### config.mk
export PLATFORM = sky130hd
export DESIGN_NAME = fetch_ctrl
export DESIGN_NICKNAME = d
export VERILOG_FILES = /design/src/rtl/fetch_pkg.sv /design/src/rtl/pc_counter.sv /design/src/rtl/fetch_ctrl.sv
export SDC_FILE = /design/constraint.sdc
export NUM_CORES = 1
export LEC_CHECK = 0
export CAP_MARGIN = 0
export CORE_ASPECT_RATIO = 0.5
export CORE_MARGIN = 5
export CORE_UTILIZATION = 45
export DETAILED_ROUTE_END_ITERATION = 10
export PLACE_DENSITY = 0.79
export SLEW_MARGIN = 20
export SYNTH_ARGS = -nofsm -noshare
export SYNTH_HDL_FRONTEND = slang
export SYNTH_SLANG_ARGS = --single-unit
export TNS_END_PERCENT = 30
### constraint.sdc
create_clock -name clk -period 2.5 [get_ports clk]
set_input_delay 0.75 -clock clk [delete_from_list [all_inputs] [get_ports clk]]
set_output_delay 0.75 -clock clk [all_outputs]
set_load 0.01 [all_outputs]
### src/rtl/fetch_pkg.sv
// -----------------------------------------------------------------------------
// fetch_pkg
// Shared definitions for the instruction-fetch sequencer and its neighbours
// (IR, ROM models).
//   - FSM state encodings IDLE / REQ / LOAD
//   - default address and data widths
//   - timeout counter width (covers TIMEOUT values 1..255)
// -----------------------------------------------------------------------------
package fetch_pkg;

    localparam int DEF_ADDR_W = 13;
    localparam int DEF_DATA_W = 16;
    localparam int CNT_W      = 8;

    localparam logic [1:0] IDLE = 2'd0;
    localparam logic [1:0] REQ  = 2'd1;
    localparam logic [1:0] LOAD = 2'd2;

endpackage : fetch_pkg

### src/rtl/pc_counter.sv
// -----------------------------------------------------------------------------
// pc_counter
// Program counter register with jump load and increment.
// Load has priority over increment. The increment wraps modulo 2^ADDR_W.
// Ports:
//   clk        in   system clock
//   rst        in   asynchronous active-high reset (PC <= RESET_PC)
//   i_load     in   load PC from i_load_val
//   i_load_val in   jump target
//   i_inc      in   advance PC by one
//   o_pc       out  current program counter (registered)
// -----------------------------------------------------------------------------
module pc_counter
    import fetch_pkg::*;
#(
    parameter int                 ADDR_W   = DEF_ADDR_W,
    parameter logic [ADDR_W-1:0]  RESET_PC = '0
) (
    input  logic              clk,
    input  logic              rst,
    input  logic              i_load,
    input  logic [ADDR_W-1:0] i_load_val,
    input  logic              i_inc,
    output logic [ADDR_W-1:0] o_pc
);

    logic [ADDR_W-1:0] r_pc;

    always_ff @(posedge clk or posedge rst) begin
        if (rst) begin
            r_pc <= RESET_PC;
        end else if (i_load) begin
            r_pc <= i_load_val;
        end else if (i_inc) begin
            r_pc <= r_pc + ADDR_W'(1);
        end
    end

    assign o_pc = r_pc;

endmodule : pc_counter

### src/rtl/fetch_ctrl.sv
// -----------------------------------------------------------------------------
// fetch_ctrl
// Instruction-fetch sequencer. Issues one ROM read per accepted fetch_req,
// waits for a variable-latency ack (bounded by TIMEOUT), captures the word
// into ir_data and strobes load_ir / fetch_done for one cycle, then advances
// the PC.
//
// Memory handshake: rom_rd is a level request; rom_addr is stable for as long
// as rom_rd is high. The transfer completes in the first cycle where
// rom_rd && rom_ack are both high, and rom_rdata is sampled in that cycle.
// If no ack arrives within TIMEOUT request cycles, rom_rd is withdrawn and
// fetch_err pulses. An ack seen while rom_rd is low is ignored.
//
// Ports:
//   clk, rst        clock, asynchronous active-high reset
//   fetch_req       fetch one instruction (sampled in IDLE only)
//   halt            suppress new fetches (does not abort an in-flight one)
//   pc_load/_val    jump: load PC next edge (any state, beats increment)
//   rom_addr/rom_rd read request to program memory
//   rom_rdata/ack   read data / completion strobe
//   ir_data/load_ir captured word and one-cycle IR load strobe
//   fetch_done      one-cycle pulse together with load_ir
//   fetch_err       one-cycle pulse on timeout abort
//   pc              current program counter
//   busy            state != IDLE
//   dbg_state       current FSM state encoding
// -----------------------------------------------------------------------------
module fetch_ctrl
    import fetch_pkg::*;
#(
    parameter int                 ADDR_W   = DEF_ADDR_W,
    parameter int                 DATA_W   = DEF_DATA_W,
    parameter int                 TIMEOUT  = 15,
    parameter logic [ADDR_W-1:0]  RESET_PC = '0
) (
    input  logic              clk,
    input  logic              rst,
    input  logic              fetch_req,
    input  logic              halt,
    input  logic              pc_load,
    input  logic [ADDR_W-1:0] pc_load_val,
    output logic [ADDR_W-1:0] rom_addr,
    output logic              rom_rd,
    input  logic [DATA_W-1:0] rom_rdata,
    input  logic              rom_ack,
    output logic [DATA_W-1:0] ir_data,
    output logic              load_ir,
    output logic              fetch_done,
    output logic              fetch_err,
    output logic [ADDR_W-1:0] pc,
    output logic              busy,
    output logic [1:0]        dbg_state
);

    // Last counter value before abort: TIMEOUT request cycles in total.
    localparam logic [CNT_W-1:0] CNT_LAST = CNT_W'(TIMEOUT - 1);

    logic [1:0]        r_state;
    logic [CNT_W-1:0]  r_cnt;
    logic [ADDR_W-1:0] r_rom_addr;
    logic              r_rom_rd;
    logic [DATA_W-1:0] r_ir_data;
    logic              r_load_ir;
    logic              r_fetch_done;
    logic              r_fetch_err;
    logic              r_busy;
    logic [ADDR_W-1:0] w_pc;
    logic              w_pc_inc;

    // PC advances on the edge that leaves LOAD; a simultaneous jump wins.
    assign w_pc_inc = (r_state == LOAD);

    pc_counter #(
        .ADDR_W   (ADDR_W),
        .RESET_PC (RESET_PC)
    ) u_pc_counter (
        .clk        (clk),
        .rst        (rst),
        .i_load     (pc_load),
        .i_load_val (pc_load_val),
        .i_inc      (w_pc_inc),
        .o_pc       (w_pc)
    );

    always_ff @(posedge clk or posedge rst) begin
        if (rst) begin
            r_state      <= IDLE;
            r_cnt        <= '0;
            r_rom_addr   <= '0;
            r_rom_rd     <= 1'b0;
            r_ir_data    <= '0;
            r_load_ir    <= 1'b0;
            r_fetch_done <= 1'b0;
            r_fetch_err  <= 1'b0;
            r_busy       <= 1'b0;
        end else begin
            // Strobes default low so each lasts exactly one cycle.
            r_load_ir    <= 1'b0;
            r_fetch_done <= 1'b0;
            r_fetch_err  <= 1'b0;
            case (r_state)
                IDLE: begin
                    // A request under halt is dropped, not remembered.
                    if (fetch_req && !halt) begin
                        r_rom_addr <= w_pc;
                        r_rom_rd   <= 1'b1;
                        r_cnt      <= '0;
                        r_state    <= REQ;
                        r_busy     <= 1'b1;
                    end
                end
                REQ: begin
                    // An ack on the final allowed cycle still completes.
                    if (rom_ack) begin
                        r_ir_data    <= rom_rdata;
                        r_rom_rd     <= 1'b0;
                        r_load_ir    <= 1'b1;
                        r_fetch_done <= 1'b1;
                        r_state      <= LOAD;
                    end else if (r_cnt == CNT_LAST) begin
                        r_rom_rd    <= 1'b0;
                        r_fetch_err <= 1'b1;
                        r_state     <= IDLE;
                        r_busy      <= 1'b0;
                    end else begin
                        r_cnt <= r_cnt + CNT_W'(1);
                    end
                end
                LOAD: begin
                    r_state <= IDLE;
                    r_busy  <= 1'b0;
                end
                default: begin
                    r_state  <= IDLE;
                    r_rom_rd <= 1'b0;
                    r_busy   <= 1'b0;
                end
            endcase
        end
    end

    assign rom_addr   = r_rom_addr;
    assign rom_rd     = r_rom_rd;
    assign ir_data    = r_ir_data;
    assign load_ir    = r_load_ir;
    assign fetch_done = r_fetch_done;
    assign fetch_err  = r_fetch_err;
    assign pc         = w_pc;
    assign busy       = r_busy;
    assign dbg_state  = r_state;

endmodule : fetch_ctrl
======== Word level (Yosys, flattened, before mapping) ========
Cells that the tools add are included.
word-level totals
  register bits ........................... 56
  input port bits ......................... 35
  output and inout bits ................... 49
  logic and storage cells ................. 52
cells by class
  add/sub/neg operators ................... 2
  equal/unequal tests ..................... 8
  muxes and demuxes ....................... 21
  bitwise gates (word level) .............. 1
  reduce and logical (&&, ||, !) cells .... 11
operators by type and width
  kind                                                 count
  two-way mux 13 bit                                   2
  two-way mux 8 bit                                    3
  one-hot mux 8 bit (2 select lines)                   1
  adder 13 x 1 -> 13 bit, second input constant        1
  two-way mux 1 bit                                    9
  adder 8 x 1 -> 8 bit, second input constant          1
  equality test 8 x 4 -> 1 bit, second input constant  1
  inequality test 2 bit, second input constant         4
  two-way mux 2 bit                                    3
  AND reduction 2 bit                                  3
  AND reduction 3 bit                                  2
  one-hot mux 2 bit (2 select lines)                   1
  AND reduction 4 bit                                  1
  nonzero test 2 bit                                   2
  inequality test 3 bit, second input constant         1
  one-hot mux 1 bit (3 select lines)                   1
  equality test 2 x 1 -> 1 bit, second input constant  1
  equality test 2 bit, second input constant           1
  logical NOT 2 bit                                    1
  one-hot mux 1 bit (2 select lines)                   1
  logical AND 1 bit                                    1
  logical NOT 1 bit                                    1
  inverter 1 bit                                       1

======== Logic depth before layout (Yosys ltp) ========
Gate-level depths: netlist of run 1.
  word-level depth ........................ 4
  gate-level depth with buffers ........... 8
  mapped depth without buffers ............ 7

======== Hierarchy ========
Synthesis of run 1 repeated with hierarchy kept, for this count alone.
unflattened totals
  cells, all modules ...................... 221
  area, all modules ....................... 2600.0 um^2
modules (own cells, without submodules)
  module      instances  cells each  area an instance (um^2)  seq. area each (um^2)
  fetch_ctrl  1          137         1809.2                   1076.0
  pc_counter  1          84          790.8                    325.3

======== Worst setup path after synthesis of run 1 ========
No wires, ideal clock.
  path kind ............................... input-to-reg
  start ................................... input halt
  end ..................................... register r_cnt[6]
  library setup time ...................... 78 ps
  arrival time ............................ 1855 ps
  required time ........................... 2422 ps
  slack ................................... 567 ps
  stages .................................. 5
  path buffers ............................ 1
  path through ............................ nor4b_4 -> o22ai_2 -> buf_6 -> or3_1 -> a21oi_1
between the ends
  longest elaborated chain between the ends .. 4
ends and longest elaborated chain
  item                             line               text
  start: declaration               fetch_ctrl.sv:39   input logic halt,
  logical NOT 1 bit                fetch_ctrl.sv:104  if (fetch_req && !halt) begin
  logical AND 1 bit                fetch_ctrl.sv:104
  inequality test 2 bit (no line)  --
  AND reduction 4 bit (no line)    --
  end signal: assignment           fetch_ctrl.sv:126  r_cnt <= r_cnt + CNT_W'(1);
  end: declaration                 fetch_ctrl.sv:59   logic [CNT_W-1:0] r_cnt;
No other way between the ends.
A chain may end at the register's enable or synchronous reset.

======== Final worst setup path of run 1 ========
  start ................................... register r_state[1] (netlist: dbg_state[1])
  end ..................................... output dbg_state[1]
RTL lines
  item                      line               text
  start: declaration        fetch_ctrl.sv:58   logic [1:0] r_state;
  start signal: assignment  fetch_ctrl.sv:87   r_state <= IDLE;
  start signal: assignment  fetch_ctrl.sv:108  r_state <= REQ;
  start signal: assignment  fetch_ctrl.sv:119  r_state <= LOAD;
  end: declaration          fetch_ctrl.sv:52   output logic [1:0] dbg_state
No word-level cell between the ends.

==> results of run 1 <==
synth_stat cells (2+ instances only):
master	count	area, um^2
dfrtp_1	56	1400
or3_1	6	37.5
ha_1	3	37.5
o21ai_0	23	115
buf_2	2	10.0
clkbuf_1	5	18.8
inv_1	8	30.0
nor2b_1	2	12.5
nand3_1	7	35.0
mux2_2	16	180
nand4bb_1	2	22.5
nand2_1	55	206
nor3_1	5	25.0
xor2_1	3	26.3
nor2_1	6	22.5
a21oi_1	8	40.0
xnor2_1	8	70.1
nand4_1	8	50.1
stage by stage:
step	utilization, %	hold WS (ns)	cells	area, um^2
global route	65.3	0.509	403	3550
floorplan	-	0.514	243	2520
detailed placement	63.5	0.468	395	3460
global placement	63.5	0.458	395	3460
CTS	65.3	0.492	403	3550
finish	65.3	0.489	403	3550
registers in the layout (all words and copies together), names as in the netlist:
name,flops
rom_rd,1
r_cnt,8
dbg_state,2
busy,1
ir_data,16
fetch_err,1
u_pc_counter.o_pc,13
rom_addr,13
fetch_done,1
cells by family (layout without fill, tap and decap cells):
family / Yosys count / count (layout)
AO/OA/AOI/OAI: 38 / 38
XOR/XNOR: 11 / 11
adder cells (fa/ha/maj): 3 / 3
buffers and inverters: 18 / 105
flip-flops: 56 / 56
multiplexers: 17 / 17
AND/OR/NAND/NOR: 100 / 100
cell type report:
class | count | area [um^2]
Timing Repair Buffer | 89 | 901
Clock buffer | 7 | 86.3
Inverter | 8 | 30.0
Multi-Input combinational cell | 169 | 1040
Fill cell | 436 | 1890
Tap cell | 73 | 91.3
Clock inverter | 1 | 7.51
Sequential cell | 56 | 1400
how the worst max path moves through the flow:
stage,slack [ns],start,to,cells past startpoint
after detailed placement,0.11,rom_ack,r_cnt[6],5
final,0.29,dbg_state[1],dbg_state[1],1
after global routing,0.22,dbg_state[1],dbg_state[1],1
after CTS,0.26,dbg_state[1],dbg_state[1],1
after global placement,0.25,halt,r_cnt[3],5
after floorplan,0.38,rst,busy,1
power by group:
| part | internal [mW] | switching (mW) | total (mW) |
|---|---|---|---|
| sequential | 1.10 | 0.142 | 1.24 |
| clock | 0.226 | 0.283 | 0.509 |
| combinational | 0.525 | 0.351 | 0.876 |
per-layer routing:
metal	part of all wire [%]	wire length, um	GRT usage, %
met2	53	3190	29.9
met1	40	2420	23.3
met4	0.65	39	3.76
met5	0	0	0
met3	5.8	347	3.38
==> impl_metrics.py, run 1 <==
metrics = {
    "placement": {
        "place_hpwl_um": 4560,
        "dp_worst_setup_slack_ns": 0.109,
        "gp_congestion": 0.882,
        "portBuffers": 83,
    },
    "logic_synthesis": {
        "synthesis.nets": 281,
        "ys_warn_count": 0,
        "yosys.area_share.xor_xnor_pct": 3.83,
        "yosysSeqAreaShare_pct": 55.6,
        "ys.flop_type": "dfrtp_1",
        "yosys.area_share.adder_pct": 1.49,
        "synth_area_um2": 2520,
        "synth_edf_count": 0,
        "synth-async-reset-ratio_pct": 100,
        "synth_simple_gate_area_share_pct": 19.6,
        "syn_inst": 243,
        "avgSynthCellArea_um2": 10.4,
        "synth.distinct_cells": 38,
        "synth_compound_area_share_pct": 8.69,
        "synth_top_family_by_area": "simple AND/OR/NAND/NOR gates",
        "synth.area.mux_share_pct": 7.55,
        "synth_seq_cells": 56,
    },
    "route": {
        "ant_nets": 0,
        "viasPerCell": 5.11,
        "detail_route.iter0.violations": 107,
        "drt_first_pass_iters": 4,
        "post-route-drc-count": 0,
        "wire_per_inst_um": 14.9,
        "drt_wl_total_um": 6000,
        "via_count": 2058,
    },
    "clock_network": {
        "htreeDepth": 2,
        "cts_resized": 0,
        "clk_latency_ns": 0.30,
        "cts_hold_buf": 0,
        "clkSinkCount": 56,
        "cts_made_buffers": 5,
        "cts_tree": "done",
        "cts_buffer_depth": 2,
        "ctsRootBufferMaster": "clkbuf_8",
        "cts.clk_slew.worst_paths_ns": 0.10,
        "cts_setup_buffers": 0,
    },
    "worst_setup_path": {
        "critPathArrivalTime_ns": 1.46,
        "worstPathRequired_ns": 1.75,
        "reg2reg_depth": 5,
        "crit_path_cell_trace": "clkdlybuf4s50_1",
        "path_buf_inv": 1,
        "worstReg2RegEnd": "r_cnt[6]",
        "r2r_slack_ns": 0.76,
        "cp_slowest_cell": "clkdlybuf4s50_1",
        "path_class": "flip-flop to output pin",
        "endpoint_kind": "output pin",
        "path_max_fanout": 8,
        "startpoint_type": "flip-flop",
        "cpPeakStageDelay_ns": 0.61,
        "cp_top_family": "buffers and inverters",
        "r2r_start": "dbg_state[0]",
    },
    "sta": {
        "setup_tns_ns": 0,
        "rsz0062_at_grt": "false",
        "hold_viol_final": 0,
        "final-max-slew-violation-count": 0,
        "setup_viol": 0,
        "worst_slack_ns": 0.293,
        "period_share_pct": 88.3,
        "finalCriticalPeriod_ns": 2.21,
        "max_freq_mhz": 453,
        "skew_ns": 0.00465,
        "max-slew-margin-rel_pct": 70.8,
        "worstMarginPinSlew_ns": 0.438,
    },
    "final_layout": {
        "fin_nets": 367,
        "final_common_cell": "clkdlybuf4s50_1",
        "final_cell_mix": "clkdlybuf4s50_1 (83), dfrtp_1 (56), nand2_1 (55)",
        "n_antenna_cell": 0,
        "synthToLayoutAreaGrowth_pct": 41.1,
        "drive_gt1_share_pct": 10.3,
    },
    "global_route": {
        "first_global_vias": 2155,
        "grt_usage_pct": 17.6,
        "grt_max_degree": 40,
        "gr-total-overflow": 0,
        "grt_antenna_before_repair": 0,
        "grt_pass1_wl_um": 10400,
    },
    "die": {
        "die_w_um": 116,
        "placementRows": 19,
        "die_h_um": 62.9,
        "ios": 84,
        "core_um2": 5440,
        "start_util_pct": 46.3,
        "die-area_um2": 7280,
    },
    "run": {
        "drv_cap": 0,
    },
    "hold_path": {
        "hp-start": "rom_addr[11]",
        "hold_depth": 2,
        "holdPathEnd": "rom_addr[11]",
        "hp-class": "flip-flop to flip-flop",
    },
    "status": {
        "outcome": "complete, no violations",
    },
    "pwr": {
        "leakage_nw": 1.48,
        "total_power_mw": 2.63,
        "ir_drop_v": 0.000390,
        "cellPowerDensity_nw_per_um2": 740,
    },
}
Note: power is estimated with default switching activity, not from simulation.
==> run 2, diff against run 1 <==
--- a/config.mk
+++ b/config.mk
@@ -6,8 +6,7 @@
 export NUM_CORES = 1
 export LEC_CHECK = 0
 export CAP_MARGIN = 0
-export CORE_ASPECT_RATIO = 0.5
-export CORE_MARGIN = 5
+export CORE_ASPECT_RATIO = 1.5
 export CORE_UTILIZATION = 45
 export DETAILED_ROUTE_END_ITERATION = 10
 export PLACE_DENSITY = 0.79
==> impl_metrics.py, run 2 (synthesis gave the netlist of run 1 again) <==
metrics = {
    "status": {
        "outcome": "complete, no violations",
    },
    "sta": {
        "rsz0062_at_grt": "false",
        "setup_tns_ns": 0,
        "max-slew-margin-rel_pct": 71.3,
        "setup_viol": 0,
        "worst_slack_ns": 0.273,
        "period_share_pct": 89.1,
        "final-max-slew-violation-count": 0,
        "finalCriticalPeriod_ns": 2.23,
        "skew_ns": 0.00809,
        "fin_hold_ws_ns": 0.489,
        "worstMarginPinSlew_ns": 0.430,
        "hold_viol_final": 0,
        "max_freq_mhz": 449,
    },
    "clock_network": {
        "cts_buffer_depth": 2,
        "cts_made_buffers": 5,
        "cts_tree": "done",
        "clkSinkCount": 56,
        "htreeDepth": 2,
        "cts.clk_slew.worst_paths_ns": 0.10,
        "cts_hold_buf": 0,
        "cts_setup_buffers": 0,
        "ctsRootBufferMaster": "clkbuf_8",
        "cts_resized": 0,
        "clk_latency_ns": 0.31,
    },
    "pwr": {
        "leakage_nw": 1.49,
        "cellPowerDensity_nw_per_um2": 741,
        "total_power_mw": 2.64,
        "ir_drop_v": 0.000370,
    },
    "die": {
        "core_um2": 5410,
        "placementRows": 33,
        "start_util_pct": 46.6,
        "die_w_um": 63.1,
        "die-area_um2": 5910,
        "die_h_um": 93.6,
        "ios": 84,
    },
    "global_route": {
        "gr-total-overflow": 0,
        "first_global_vias": 1889,
        "grt_max_degree": 57,
        "grt_usage_pct": 19.4,
        "grt_antenna_before_repair": 0,
        "grt_pass1_wl_um": 8980,
    },
    "placement": {
        "gp_congestion": 0.764,
        "dp_worst_setup_slack_ns": 0.141,
        "place_hpwl_um": 3940,
        "portBuffers": 83,
    },
    "route": {
        "post-route-drc-count": 0,
        "viasPerCell": 5.12,
        "drt_first_pass_iters": 4,
        "wire_per_inst_um": 13.4,
        "drt_wl_total_um": 5360,
        "via_count": 2047,
        "ant_nets": 0,
        "detail_route.iter0.violations": 67,
    },
    "worst_setup_path": {
        "cpPeakStageDelay_ns": 0.61,
        "path_max_fanout": 8,
        "crit_path_cell_trace": "clkdlybuf4s50_1",
        "cp_slowest_cell": "clkdlybuf4s50_1",
        "endpoint_kind": "output pin",
        "worstPathRequired_ns": 1.75,
        "startpoint_type": "flip-flop",
        "path_buf_inv": 1,
        "path_class": "flip-flop to output pin",
        "critPathArrivalTime_ns": 1.48,
        "cp_top_family": "buffers and inverters",
    },
    "final_layout": {
        "final_cell_mix": "clkdlybuf4s50_1 (83), dfrtp_1 (56), nand2_1 (55)",
        "final_common_cell": "clkdlybuf4s50_1",
        "synthToLayoutAreaGrowth_pct": 41.2,
        "drive_gt1_share_pct": 10.6,
        "n_antenna_cell": 0,
        "largest_reg_flops": 16,
        "fin_nets": 367,
    },
    "run": {
        "drv_cap": 0,
    },
    "hold_path": {
        "hp-class": "flip-flop to flip-flop",
    },
}
## run 2: cell count changes in the layout (fill, tap and decap cells not counted), sizes merged
cell	previous run	this run
clkbuf	7	6
inv	8	9
## run 2: power by group
part	total, mW	internal [mW]	switching [mW]
registers	1.24	1.10	0.143
clock network	0.537	0.232	0.305
logic	0.857	0.524	0.333
## run 2: worst paths after layout
kind | start | endpoint | slack, ns | cells past startpoint
worst max register to register | dbg_state[0] | r_cnt[6] | 0.73 | 5
max in group asynchronous | rst | busy | 1.46 | 3
worst min register to register | rom_addr[1] | rom_addr[1] | 0.49 | 2
min in group asynchronous | rst | rom_addr[3] | 0.78 | 3
worst min-delay path | rom_addr[1] | rom_addr[1] | 0.49 | 2
worst max-delay path | dbg_state[1] | dbg_state[1] | 0.27 | 1
## run 2: stage by stage
step / utilization, % / instance area, um^2 / cells
floorplan: - / 2520 / 243
global placement: 63.9 / 3460 / 392
detailed placement: 63.9 / 3460 / 392
CTS: 65.8 / 3560 / 400
global route: 65.8 / 3560 / 400
finish: 65.8 / 3560 / 400
## run 2: final cells by class
type	instances	area, um^2
Sequential cell	56	1400
Fill cell	440	1850
Multi-Input combinational cell	169	1040
Inverter	8	30.0
Timing Repair Buffer	89	901
Tap cell	70	87.6
Clock inverter	2	18.8
Clock buffer	6	82.6
## run 2: tightest hold or removal path, delay by kind of cell (launching register included)
kind             cells  cell delay [ns]
DFF                  1             0.36
and+or+nand+nor      2             0.10
## run 2: routing by layer
metal  share of wire [%]  global-route usage, %  vias to the layer above
li1                    -                      -                     1005
met1                  42                   24.5                      961
met2                  51                   32.8                       75
met3                 5.7                   4.15                        6
met4                 1.2                   6.40                        0
met5                   0                      0                        -
==> run 3, diff against run 2 <==
--- a/config.mk
+++ b/config.mk
@@ -6,10 +6,10 @@
 export NUM_CORES = 1
 export LEC_CHECK = 0
 export CAP_MARGIN = 0
-export CORE_ASPECT_RATIO = 1.5
-export CORE_UTILIZATION = 45
+export CORE_ASPECT_RATIO = 2
+export CORE_UTILIZATION = 41
 export DETAILED_ROUTE_END_ITERATION = 10
-export PLACE_DENSITY = 0.79
+export PLACE_DENSITY_LB_ADDON = 0.05
 export SLEW_MARGIN = 20
 export SYNTH_ARGS = -nofsm -noshare
 export SYNTH_HDL_FRONTEND = slang
==> constraint.sdc (replaced) <==
create_clock -name clk -period 2 [get_ports clk]
set_input_delay 0.6 -clock clk [delete_from_list [all_inputs] [get_ports clk]]
set_output_delay 0.6 -clock clk [all_outputs]
set_load 0.01 [all_outputs]
==> impl_metrics.py, run 3 (synthesis gave the netlist of run 1 again) <==
metrics = {
    "worst_setup_path": {
        "path_class": "flip-flop to output pin",
        "critPathArrivalTime_ns": 1.36,
        "worstReg2RegEnd": "r_cnt[2]",
        "reg2reg_depth": 6,
        "path_buf_inv": 1,
        "r2r_start": "r_cnt[1]",
        "cpPeakStageDelay_ns": 0.59,
        "cp_top_family": "buffers and inverters",
        "crit_start": "u_pc_counter.o_pc[1]",
        "path_max_fanout": 7,
        "cp_slowest_cell": "clkdlybuf4s50_1",
        "endpoint_kind": "output pin",
        "startpoint_type": "flip-flop",
        "worstPathRequired_ns": 1.40,
        "crit_path_cell_trace": "clkdlybuf4s50_1",
        "r2r_slack_ns": 0.25,
    },
    "route": {
        "post-route-drc-count": 10,
        "wire_per_inst_um": 14.5,
        "via_count": 2074,
        "drt_wl_total_um": 5750,
        "drt_first_pass_iters": 7,
        "ant_nets": 0,
        "viasPerCell": 5.21,
        "detail_route.iter0.violations": 55,
    },
    "clock_network": {
        "clk_latency_ns": 0.29,
        "cts.clk_slew.worst_paths_ns": 0.07,
        "cts_tree": "done",
        "ctsRootBufferMaster": "clkbuf_16",
        "cts_made_buffers": 5,
        "cts_hold_buf": 0,
        "clkSinkCount": 56,
        "htreeDepth": 2,
        "cts_buffer_depth": 2,
        "cts_setup_buffers": 0,
    },
    "hold_path": {
        "hp-class": "flip-flop to flip-flop",
        "hold_depth": 2,
        "hp-start": "rom_addr[11]",
        "holdPathEnd": "rom_addr[11]",
    },
    "die": {
        "ios": 84,
        "placementRows": 40,
        "core_um2": 5960,
        "die_h_um": 113,
        "die_w_um": 57.4,
        "start_util_pct": 42.3,
        "die-area_um2": 6480,
    },
    "final_layout": {
        "final_cell_mix": "clkdlybuf4s50_1 (83), nand2_1 (55), dfrtp_1 (53)",
        "fin_area_um2": 3650,
        "synthToLayoutAreaGrowth_pct": 45.0,
        "drive_gt1_share_pct": 12.5,
        "final_common_cell": "clkdlybuf4s50_1",
        "layoutNonFillerInstCount": 398,
        "finish.utilization_pct": 61.3,
        "fillers": 541,
        "n_antenna_cell": 0,
        "largest_reg_flops": 16,
        "fin_nets": 372,
    },
    "sta": {
        "max-slew-margin-rel_pct": 70.2,
        "setup_viol": 0,
        "final-max-slew-violation-count": 0,
        "worstMarginPinSlew_ns": 0.447,
        "finalCriticalPeriod_ns": 1.96,
        "hold_viol_final": 0,
        "skew_ns": 0.00562,
        "rsz0062_at_grt": "false",
        "period_share_pct": 98.2,
        "max_freq_mhz": 509,
    },
    "global_route": {
        "grt_max_degree": 57,
        "grt_pass1_wl_um": 9370,
        "grt_usage_pct": 19.0,
        "gr-total-overflow": 0,
        "first_global_vias": 2016,
        "grt_antenna_before_repair": 0,
    },
    "placement": {
        "portBuffers": 83,
        "place_area_um2": 3480,
        "gp_congestion": 0.838,
        "place_inst": 390,
        "place_hpwl_um": 4300,
    },
    "pwr": {
        "ir_drop_v": 0.000536,
        "cellPowerDensity_nw_per_um2": 998,
        "leakage_nw": 1.54,
    },
    "status": {
        "violations": "DRC",
        "outcome": "finished with violations",
    },
    "run": {
        "drv_cap": 0,
    },
}
-- run 3: cell types whose count changed in the layout (fill, tap and decap cells not counted), sizes merged --
cell,before,now
clkinvlp,1,0
buf,6,11
clkinv,0,1
inv,9,8
bufinv,0,1
-- run 3: cell type report --
class                           count  area (um^2)  share of cell area, %
Sequential cell                    56         1410                   38.5
Multi-Input combinational cell    169         1040                   28.4
Timing Repair Buffer               94          938                   25.7
Clock buffer                        6          129                   3.53
Tap cell                           63         78.8                   2.16
Clock inverter                      2         35.0                  0.959
Inverter                            8         30.0                  0.822
-- run 3: worst max path at each step --
| stage | endpoint | depth (start not counted) |
|---|---|---|
| 6_report | pc[1] | 1 |
| 4_1_cts | pc[0] | 1 |
| 3_3_place_gp | r_cnt[2] | 7 |
| 5_1_grt | pc[1] | 1 |
| 3_5_place_dp | r_cnt[2] | 7 |
| 2_1_floorplan | busy | 1 |
-- run 3: through the flow --
| step | setup slack (ns) | hold slack [ns] | setup TNS [ns] | power (mW) |
|---|---|---|---|---|
| floorplan | 0.0287 | 0.514 | 0 | 2.02 |
| global placement | -0.171 | 0.457 | -2.46 | 2.68 |
| detailed placement | -0.192 | 0.466 | -2.47 | 2.70 |
| CTS | 0.0211 | 0.484 | 0 | 3.69 |
| global route | 0.00179 | 0.505 | 0 | 3.83 |
| finish | 0.0359 | 0.481 | 0 | 3.64 |
-- run 3: what timing repair did --
action,4_1_cts,5_1_grt
pin swaps,0,0
setup endpoints to repair,2,1
resized for setup,2,1
-- run 3: layer usage --
layer / routed length, um / part of all wire, % / global-route usage [%]
met1: 2120 / 37 / 20.1
met2: 3230 / 56 / 35.3
met3: 306 / 5.3 / 4.23
met4: 95 / 1.7 / 7.32
met5: 0 / 0 / 0
-- run 3: power by group --
part           switching (mW)  internal (mW)
logic                   0.437          0.676
registers               0.167           1.38
clock network           0.394          0.590
total                   0.998           2.65
